==> src/rtl/cam_scaler.sv <==
// Maps screen raster coordinates onto a camera frame buffer (native, 2x, DDA stretch)
// and returns a 4-bit intensity slice as grey RGB, with video timing delayed to match.
module cam_scaler #(
  parameter  int SRC_H     = 320,
  parameter  int SRC_V     = 240,
  parameter  int SCR_H     = 1024,
  parameter  int SCR_V     = 768,
  parameter  int PIX_W     = 8,
  parameter  int SLICE_LSB = 2,
  parameter  int BRAM_LAT  = 2,
  localparam int ADDR_W    = $clog2(SRC_H*SRC_V)
) (
  input  logic              clk_65mhz,
  input  logic              rst_n,
  input  logic [10:0]       hcount_in,
  input  logic [9:0]        vcount_in,
  input  logic              hsync_in,
  input  logic              vsync_in,
  input  logic              blank_in,
  input  logic [1:0]        mode_in,
  input  logic [PIX_W-1:0]  frame_buff_in,
  output logic [ADDR_W-1:0] addr_out,
  output logic [11:0]       cam_out,
  output logic              hsync_out,
  output logic              vsync_out,
  output logic              blank_out
);

  localparam int ST = 1 + BRAM_LAT;
  localparam logic [10:0] H_NAT  = 11'(SRC_H);
  localparam logic [10:0] H_2X   = 11'(2*SRC_H);
  localparam logic [10:0] H_STR  = 11'(SCR_H);
  localparam logic [10:0] H_LAST = 11'(SCR_H-1);
  localparam logic [9:0]  V_NAT  = 10'(SRC_V);
  localparam logic [9:0]  V_2X   = 10'(2*SRC_V);
  localparam logic [9:0]  V_STR  = 10'(SCR_V);
  localparam logic [12:0] HSTEP  = 13'(SRC_H);
  localparam logic [12:0] HWRAP  = 13'(SCR_H);
  localparam logic [12:0] VSTEP  = 13'(SRC_V);
  localparam logic [12:0] VWRAP  = 13'(SCR_V);
  localparam logic [10:0] SX_MAX = 11'(SRC_H-1);
  localparam logic [9:0]  SY_MAX = 10'(SRC_V-1);
  localparam logic [ADDR_W-1:0] ROW = ADDR_W'(SRC_H);

  logic [1:0]  r_mode;
  logic [12:0] r_hacc, r_vacc;
  logic [10:0] r_sx;
  logic [9:0]  r_sy;
  logic [ST-1:0]      r_act_pipe;
  logic [ST-1:0][2:0] r_sync_pipe;

  logic        w_origin, w_h0, w_act;
  logic [1:0]  w_mode;
  logic [12:0] w_hacc_base, w_hsum, w_hacc_nxt;
  logic [12:0] w_vacc_base, w_vsum, w_vacc_nxt;
  logic [10:0] w_sx_base, w_sx_nxt, w_x;
  logic [9:0]  w_sy_base, w_sy_nxt, w_y;
  logic [ADDR_W-1:0] w_addr;
  logic        w_unused_pix;

  assign w_unused_pix = &{1'b0, frame_buff_in};

  // The origin pixel already belongs to the new frame, so the freshly sampled
  // mode and cleared vertical DDA are bypassed onto it.
  assign w_h0        = (hcount_in == 11'd0);
  assign w_origin    = w_h0 && (vcount_in == 10'd0);
  assign w_mode      = w_origin ? mode_in : r_mode;
  assign w_hacc_base = w_h0 ? 13'd0 : r_hacc;
  assign w_sx_base   = w_h0 ? 11'd0 : r_sx;
  assign w_vacc_base = w_origin ? 13'd0 : r_vacc;
  assign w_sy_base   = w_origin ? 10'd0 : r_sy;
  assign w_hsum      = w_hacc_base + HSTEP;
  assign w_vsum      = w_vacc_base + VSTEP;

  always_comb begin
    w_hacc_nxt = w_hsum;
    w_sx_nxt   = w_sx_base;
    if (w_hsum >= HWRAP) begin
      w_hacc_nxt = w_hsum - HWRAP;
      if (w_sx_base < SX_MAX) w_sx_nxt = w_sx_base + 11'd1;
    end
  end

  always_comb begin
    w_vacc_nxt = w_vsum;
    w_sy_nxt   = w_sy_base;
    if (w_vsum >= VWRAP) begin
      w_vacc_nxt = w_vsum - VWRAP;
      if (w_sy_base < SY_MAX) w_sy_nxt = w_sy_base + 10'd1;
    end
  end

  always_comb begin
    w_act = 1'b0;
    w_x   = '0;
    w_y   = '0;
    case (w_mode)
      2'd0: begin
        w_act = (hcount_in < H_NAT) && (vcount_in < V_NAT);
        w_x   = hcount_in;
        w_y   = vcount_in;
      end
      2'd1: begin
        w_act = (hcount_in < H_2X) && (vcount_in < V_2X);
        w_x   = {1'b0, hcount_in[10:1]};
        w_y   = {1'b0, vcount_in[9:1]};
      end
      2'd2: begin
        w_act = (hcount_in < H_STR) && (vcount_in < V_STR);
        w_x   = w_sx_base;
        w_y   = w_sy_base;
      end
      default: ;
    endcase
    w_addr = w_act ? (ADDR_W'(w_y) * ROW + ADDR_W'(w_x)) : '0;
  end

  always_ff @(posedge clk_65mhz) begin
    if (!rst_n) begin
      r_mode      <= 2'd3;
      r_hacc      <= '0;
      r_sx        <= '0;
      r_vacc      <= '0;
      r_sy        <= '0;
      addr_out    <= '0;
      r_act_pipe  <= '0;
      r_sync_pipe <= '0;
      cam_out     <= 12'h000;
      hsync_out   <= 1'b0;
      vsync_out   <= 1'b0;
      blank_out   <= 1'b1;
    end else begin
      if (w_origin) r_mode <= mode_in;
      if (hcount_in < H_STR) begin
        r_hacc <= w_hacc_nxt;
        r_sx   <= w_sx_nxt;
      end
      if (hcount_in == H_LAST) begin
        r_vacc <= w_vacc_nxt;
        r_sy   <= w_sy_nxt;
      end else if (w_origin) begin
        r_vacc <= '0;
        r_sy   <= '0;
      end
      addr_out    <= w_addr;
      r_act_pipe  <= {r_act_pipe[ST-2:0], w_act};
      r_sync_pipe <= {r_sync_pipe[ST-2:0], {hsync_in, vsync_in, blank_in}};
      // Pixel data lines up with the last active/timing stage.
      cam_out <= (r_act_pipe[ST-1] && !r_sync_pipe[ST-1][0]) ?
                 {3{frame_buff_in[SLICE_LSB+3:SLICE_LSB]}} : 12'h000;
      {hsync_out, vsync_out, blank_out} <= r_sync_pipe[ST-1];
    end
  end

endmodule

==> config.mk <==
export PLATFORM = sky130hd
export DESIGN_NAME = cam_scaler
export DESIGN_NICKNAME = d
export VERILOG_FILES = /design/src/rtl/cam_scaler.sv
export SDC_FILE = /design/constraint.sdc
export NUM_CORES = 1
export LEC_CHECK = 0
export CORE_MARGIN = 2
export CORE_UTILIZATION = 40
export DETAILED_ROUTE_END_ITERATION = 6
export PLACE_DENSITY_LB_ADDON = 0.25
export RECOVER_POWER = 50
export SYNTH_ARGS = -nofsm -noshare
export SYNTH_HDL_FRONTEND = slang
export SYNTH_SLANG_ARGS = --single-unit
==> constraint.sdc <==
create_clock -name clk_65mhz -period 12.8 [get_ports clk_65mhz]
set_input_delay 2.56 -clock clk_65mhz [delete_from_list [all_inputs] [get_ports clk_65mhz]]
set_output_delay 2.56 -clock clk_65mhz [all_outputs]
set_load 0.02 [all_outputs]
==> results of run 1 <==
flip-flops by register name, summed over array words and instances (netlist names):
signal	flops
addr_out	17
r_hacc	13
r_vacc	13
r_sx	11
r_sy	10
r_sync_pipe	9
cam_out	4
r_act_pipe	3
r_mode	2
blank_out	1
hsync_out	1
vsync_out	1
final cells by class:
class / instances / area, µm² / share of cell area
Tap cell: 172 / 215 / 0.0351
Clock buffer: 9 / 225 / 0.0367
Clock inverter: 7 / 50.0 / 0.00817
Multi-Input combinational cell: 483 / 3230 / 0.528
Timing Repair Buffer: 67 / 657 / 0.107
Sequential cell: 85 / 1700 / 0.278
Inverter: 12 / 45.0 / 0.00735
stage by stage:
| step | instance area [µm²] | cells | setup slack [ns] | utilization |
|---|---|---|---|---|
| after floorplan | 5180 | 618 | 6.38 | - |
| after global placement | 5860 | 819 | 4.29 | 0.464 |
| after detailed placement | 5860 | 819 | 4.24 | 0.464 |
| after CTS | 6130 | 835 | 4.59 | 0.486 |
| after global routing | 6130 | 835 | 4.11 | 0.486 |
| final | 6130 | 835 | 4.53 | 0.486 |
logic make-up after synthesis:
| family | count (synthesis) | synth area share |
|---|---|---|
| fa+ha+maj | 26 | 0.0657 |
| xor+xnor | 35 | 0.0618 |
| flops | 85 | 0.329 |
| compound gates | 136 | 0.191 |
| buf+inv | 50 | 0.0471 |
| simple gates | 264 | 0.261 |
| mux | 22 | 0.0449 |
critical path: stages:
cell	delay, ns
clkdlybuf4s50_1	0.78
nor2_1	0.31
and4_1	0.65
a21boi_1	0.26
nor2_2	0.78
nor2_1	0.27
a22oi_1	0.43
xor2_1	0.12
ha_1	0.25
fa_1	0.42
a211oi_1	0.29
nor2_1	0.10
xor2_1	0.26
o2111ai_1	0.22
nor3_1	0.21
xnor3_1	0.25
mux2_1	0.32
cells in the mapped netlist (3+ instances only):
cell        n
a21oi_1    35
nand2_1    60
dfxtp_1    85
nand4_1    13
nor2b_1     8
o31ai_1     3
nor4_1      5
a22oi_1     3
nor3_1     15
nand2b_1    3
mux2i_1    15
o211ai_1    4
buf_4       9
a31oi_1     7
and4_1      3
clkbuf_1   19
and2_1     27
and3_1     20
mux2_2      5
xnor2_1    21
inv_1      12
o2bb2ai_1   4
buf_2       6
o21ai_0    18
nor2_1     64
nand3_1    27
a21o_1      8
ha_1       24
or3_1       4
a2bb2oi_1   3
o21bai_1    3
a211o_1     3
o21ai_1     5
a211oi_1    5
xor2_1     13
o2111ai_1   3
a21oi_2     5
per-layer routing:
layer | up-vias | GRT usage | wire length (µm)
li1 | 2295 | - | -
met1 | 2213 | 0.254 | 6150
met2 | 118 | 0.311 | 6100
met3 | 16 | 0.0412 | 609
met4 | 0 | 0.0640 | 200
met5 | - | 0 | 0
power by group through the flow:
| stage | Clock [mW] | Combinational [mW] | Sequential [mW] |
|---|---|---|---|
| after floorplan | 0 | 0.0332 | 0.278 |
| after global placement | 0 | 0.0532 | 0.278 |
| after CTS | 0.253 | 0.0556 | 0.273 |
| after detailed placement | 0 | 0.0552 | 0.279 |
| final | 0.245 | 0.0555 | 0.273 |
| after global routing | 0.264 | 0.0609 | 0.273 |
worst max path at each step:
| stage | from | to | slack [ns] | cells after the start |
|---|---|---|---|---|
| after CTS | hcount_in[10] | addr_out[16] | 4.59 | 17 |
| final | hcount_in[10] | addr_out[16] | 4.53 | 17 |
| after global routing | hcount_in[10] | addr_out[16] | 4.11 | 17 |
| after detailed placement | hcount_in[10] | addr_out[16] | 4.24 | 17 |
| after global placement | hcount_in[10] | addr_out[16] | 4.29 | 17 |
| after floorplan | hcount_in[2] | addr_out[16] | 6.38 | 16 |
==> summary.md, run 1 <==
| Metric | Value |
|---|---|
| Worst-path clk slew | 0.07 ns |
| Vias in the first global route | 4,439 |
| Setup-failing EPs final | 0 |
| Synthesis-to-finish area growth | 18.3% |
| Seq/Total Area, Yosys | 0.329 |
| Clk Latency, worst-skew pair | 0.35 ns |
| Synth unique cells | 80 |
| Upper clock frequency limit | 121 MHz |
| R2R Setup Slk | 8.15 ns |
| 1st-iter DRT viols | 298 |
| Rel. slew slack | 0.00572 |
| Fraction of layout cells with a size suffix above 1 | 0.0784 |
| DR vias | 4,642 |
| WL per Instance | 15.6 µm |
| ANT cells | 0 |
| Worst R2R End | addr_out[16] |
| CTS Root Cell | clkbuf_16 |
| Fin crit share | 0.646 |
| Commonest non-fill, non-tap cell in the layout | dfxtp_1 |
| Sw Ratio | 0.257 |
| Net Switching | 147 µW |
| Status | finished clean |
| Fraction of registers with async set/reset | 0 |
| Worst Skew | 0.00727 ns |
| Min Tclk post-route | 8.27 ns |
| Synth top area share | 0.329 |
| Fin. max-slew vios | 0 |
| WHS Endpoint | vsync_out |
| Mapped Avg Cell Area | 8.38 µm² |
| Number of top-level pins | 68 |
| Yosys warnings | 0 |
| CTS tree | built |
| Port bufs | 63 |
| Most frequent cells in the layout | dfxtp_1 (85), nor2_1 (64), nand2_1 (60), a21oi_1 (35), dlygate4sd3_1 (33) |
| Post-synthesis instance area | 5180 µm² |
| Max FO, Critical Path | 21 |
| Final TNS setup | 0 ns |
| Power share of the combinational group | 0.097 |
| TritonRoute pass-1 iters | 5 |
| Core area | 12,600 µm² |
| Layout net count | 720 |
| Final GP Congestion | 0.847 |
| Yosys reg bits | 85 |
| RSZ-0062 raised after global routing | no |
| Area leader, netlist | dfxtp_1 |
| Maximum VDD drop | 0.0000930 V |
| Tightest Pin Transition | 1.49 ns |
| Synth area leaders | dfxtp_1 (33%), ha_1 (5.8%), nor2_1 (4.6%), nand2_1 (4.3%), xnor2_1 (3.6%) |
| Static leakage | 2.50 nW |
| Post-DP HPWL | 9.64 mm |
| Nature of the critical path startpoint | primary input |
| Number of synthesized flops with an enable pin | 0 |
| Power per cell area | 93.5 nW/µm² |
| Clock power frac | 0.427 |
| Mapped Cells | 618 |
| Filler instances | 1,259 |
| Routed wire length | 13.1 mm |
| Hold bufs inserted after CTS | 0 |
| Largest net degree at the start of global routing | 39 |
| Req. time, crit path | 13.04 ns |
| Post-CTS Resized | 0 |
| Num Clock Sinks | 85 |
| Worst hold stages | 1 |
| Max-cap violations | 0 |
| Post-CTS Setup Inserts | 0 |
| Top_reg_cell synth | dfxtp_1 |
| Total GRT Usage | 0.192 |
| CP Class | primary input to flip-flop |
| Row cnt | 41 |
| CTS Buffer Depth | 2 |
| Reg2reg path depth | 14 |
| CP Capture Type | flip-flop |
| Hold Crit Start | r_sync_pipe[7] |
| Global-route wire length before repair | 21.6 mm |
| Seq pwr share | 0.476 |
| DIE AREA | 13,900 µm² |
| GR Overflow Total | 0 |
| Final Hold Vio Count | 0 |
| Post-Syn Nets | 680 |
| Total CTS buffers | 9 |
| Path type of the worst min-delay path | flip-flop to flip-flop |
| PnR Total Power | 573 µW |
| Die Y | 118 µm |
| Initial Util | 0.410 |
| Residual DRC count | 0 |
| Reg2reg start | r_mode[0] |
| Antenna violations before repair | 0 |
| Worst path arrival time | 8.51 ns |
| Post-route ant nets | 0 |
| Internal power of the cells | 426 µW |
| Die width | 118 µm |
| Htree depth | 3 |
| Final hold slack | 0.435 ns |
| Vias per inst | 5.56 |
(Power assumes the default switching activity.)
==> run 2: changes to the inputs <==
==> constraint.sdc (replaced) <==
create_clock -name clk_65mhz -period 7.3 [get_ports clk_65mhz]
set_input_delay 1.46 -clock clk_65mhz [delete_from_list [all_inputs] [get_ports clk_65mhz]]
set_output_delay 1.46 -clock clk_65mhz [all_outputs]
set_load 0.02 [all_outputs]
==> run 2 against run 1 <==
  * Clock-buffer cell count grew 3
  * Clock power grew 70%
  * Power grew 73%
  * Critical path depth is the same
  * Critical path type unchanged
  * Largest power group unchanged
==> summary.md, run 2 (synthesis results as in run 1) <==
| Metric | Value |
|---|---|
| Worst Skew | 0.00581 ns (-0.00147 ns) |
| DR vias | 4,713 (+1.5%) |
| Layout net count | 726 (+0.83%) |
| CTS Root Cell | clkbuf_16 |
| Sw Ratio | 0.249 (-0.00739) |
| Placed cells | 825 (+0.73%) |
| Core area | 12,600 µm² (unchanged) |
| Max-cap violations | 0 (unchanged) |
| Setup-failing EPs final | 0 (unchanged) |
| Final TNS setup | 0 ns (unchanged) |
| ANT cells | 0 (unchanged) |
| CP Class | primary input to flip-flop |
| Final hold slack | 0.431 ns (-0.00357 ns) |
| Net Switching | 248 µW (+68%) |
| Clock power frac | 0.420 (-0.007) |
| Residual DRC count | 0 (unchanged) |
| Number of top-level pins | 68 (unchanged) |
| Req. time, crit path | 7.53 ns (-5.51 ns) |
| Grt met2 use | 0.307 (-0.00327) |
| Setup WS post-layout | 0.939 ns (-3.59 ns) |
| Fin crit share | 0.871 |
| TritonRoute pass-1 iters | 5 (unchanged) |
| Top Usage Layer GRT | met2 |
| Initial Util | 0.410 (unchanged) |
| GR Util met1 | 0.254 (about the same) |
| Htree depth | 3 (unchanged) |
| CTS tree | built |
| Grt met3 use | 0.0547 (+0.0136) |
| Rel. slew slack | 0.00313 (-0.00258) |
| Path type of the worst min-delay path | flip-flop to flip-flop |
| CTS Buffer Depth | 2 (unchanged) |
| Post-CTS Setup Inserts | 0 (unchanged) |
| Post-DP HPWL | 9.83 mm (+1.9%) |
| Min Tclk post-route | 6.36 ns |
| Vias in the first global route | 4,526 (+2.0%) |
| PnR Total Power | 993 µW (+73%) |
| Row cnt | 41 (unchanged) |
| Post-CTS Resized | 0 (unchanged) |
| Vias per inst | 5.60 (+0.81%) |
| Total CTS buffers | 9 (unchanged) |
| Final Hold Vio Count | 0 (unchanged) |
| Die Y | 118 µm (unchanged) |
| 1st-iter DRT viols | 315 (+5.7%) |
| Largest register by flop count | addr_out |
| Antenna violations before repair | 0 (unchanged) |
| DIE AREA | 13,900 µm² (unchanged) |
| Hold bufs inserted after CTS | 0 (unchanged) |
| Static leakage | 2.52 nW (+1.0%) |
| Post-route ant nets | 0 (unchanged) |
| Internal power of the cells | 746 µW (+75%) |
| Status | finished clean |
| Clk Latency, worst-skew pair | 0.35 ns (about the same) |
| Total GRT Usage | 0.194 (+0.00224) |
| GR Overflow Total | 0 (unchanged) |
| Place WS | 0.622 ns (-3.62 ns) |
| Fraction of layout cells with a size suffix above 1 | 0.0822 (+0.00378) |
| Die width | 118 µm (unchanged) |
| RSZ-0062 raised after global routing | no |
| Worst path arrival time | 6.59 ns (-1.92 ns) |
| Fin. max-slew vios | 0 (unchanged) |
| Nature of the critical path startpoint | primary input |
| WL per Instance | 15.9 µm (+1.6%) |
| Power per cell area | 161 nW/µm² (+72%) |
| CP Capture Type | flip-flop |
| Synthesis-to-finish area growth | 18.9% |
| Most frequent cells in the layout | dfxtp_1 (85), nor2_1 (64), nand2_1 (60), a21oi_1 (35), dlygate4sd3_1 (33) |
| Seq pwr share | 0.482 (+0.006) |
| Final GP Congestion | 0.868 (+2.6%) |
| Routed wire length | 13.4 mm (+2.3%) |
| Largest net degree at the start of global routing | 39 (unchanged) |
| Port bufs | 63 (unchanged) |
| Worst-path clk slew | 0.06 ns (about the same) |
| Commonest non-fill, non-tap cell in the layout | dfxtp_1 |
| Upper clock frequency limit | 157 MHz |
| Final cell count without fillers | 841 (+0.72%) |
| Power share of the combinational group | 0.099 (+0.002) |
| Largest registers | addr_out: 17 flops, r_hacc: 13 flops, r_vacc: 13 flops |
| Max FO, Critical Path | 17 (-19%) |
| Max reg flops | 17 (unchanged) |
| Tightest Pin Transition | 1.50 ns (+0.00387 ns) |
| Global-route wire length before repair | 22.0 mm (+1.5%) |
| Maximum VDD drop | 0.000122 V (+32%) |
| Num Clock Sinks | 85 (unchanged) |
## run 2: cell count changes in the layout (fill, tap and decap cells not counted)
cell        change
clkbuf_1        +3
and2_1          +4
and2_0          -4
inv_6           -2
buf_4           +6
clkinvlp_4      -1
## run 2: metal layers
layer | vias up | routed length, µm
li1 | 2294 | -
met1 | 2251 | 6170
met2 | 141 | 6050
met3 | 27 | 833
met4 | 0 | 297
met5 | - | 0
## run 2: power by group through the flow
stage	Sequential [mW]	Clock, mW	Combinational (mW)
floorplan	0.487	0	0.0583
global placement	0.488	0	0.0952
detailed placement	0.488	0	0.0969
CTS	0.478	0.428	0.0978
global route	0.479	0.452	0.107
finish	0.478	0.417	0.0980
## run 2: cell type report
class | count | area, µm²
clock inverters | 4 | 25.0
well taps | 172 | 215
inverters | 12 | 45.0
flip-flops and latches | 85 | 1700
clock buffers | 12 | 236
repair buffers | 73 | 702
multi-input cells | 483 | 3230
fillers | 1246 | 6460
## run 2: critical path, stage by stage
cell and delay (ns):
clkdlybuf4s50_1 0.51, nor4_1 0.42, nand4_1 0.27, nor2_4 0.23
mux2_2 0.51, nor2_1 0.38, a22oi_1 0.24, xor2_1 0.19
ha_1 0.26, fa_1 0.42, a211oi_1 0.33, nor2_1 0.10
xor2_1 0.27, o2111ai_1 0.22, nor3_1 0.21, xnor3_1 0.26
mux2_1 0.32
## run 2: worst paths after layout
path	from	end	slack, ns	depth (start not counted)
setup reg to reg	r_mode[1]	addr_out[16]	2.94	13
hold reg to reg	r_sync_pipe[4]	r_sync_pipe[7]	0.43	1
setup / recovery	vcount_in[3]	addr_out[16]	0.94	17
hold / removal	r_sync_pipe[4]	r_sync_pipe[7]	0.43	1
## run 2: stage by stage
stage / cell area, µm² / utilization
2_1_floorplan: 5180 / -
3_3_place_gp: 5900 / 0.468
3_5_place_dp: 5900 / 0.468
4_1_cts: 6160 / 0.488
5_1_grt: 6160 / 0.488
6_report: 6160 / 0.488
==> run 3: changes to the inputs <==
--- a/config.mk
+++ b/config.mk
@@ -7,6 +7,7 @@
 export LEC_CHECK = 0
 export CORE_MARGIN = 2
 export CORE_UTILIZATION = 40
+export CTS_CLUSTER_SIZE = 10
 export DETAILED_ROUTE_END_ITERATION = 6
 export PLACE_DENSITY_LB_ADDON = 0.25
 export RECOVER_POWER = 50
==> results of run 3 <==
No change in the layout: final DEF, timing and power equal those of run 2.
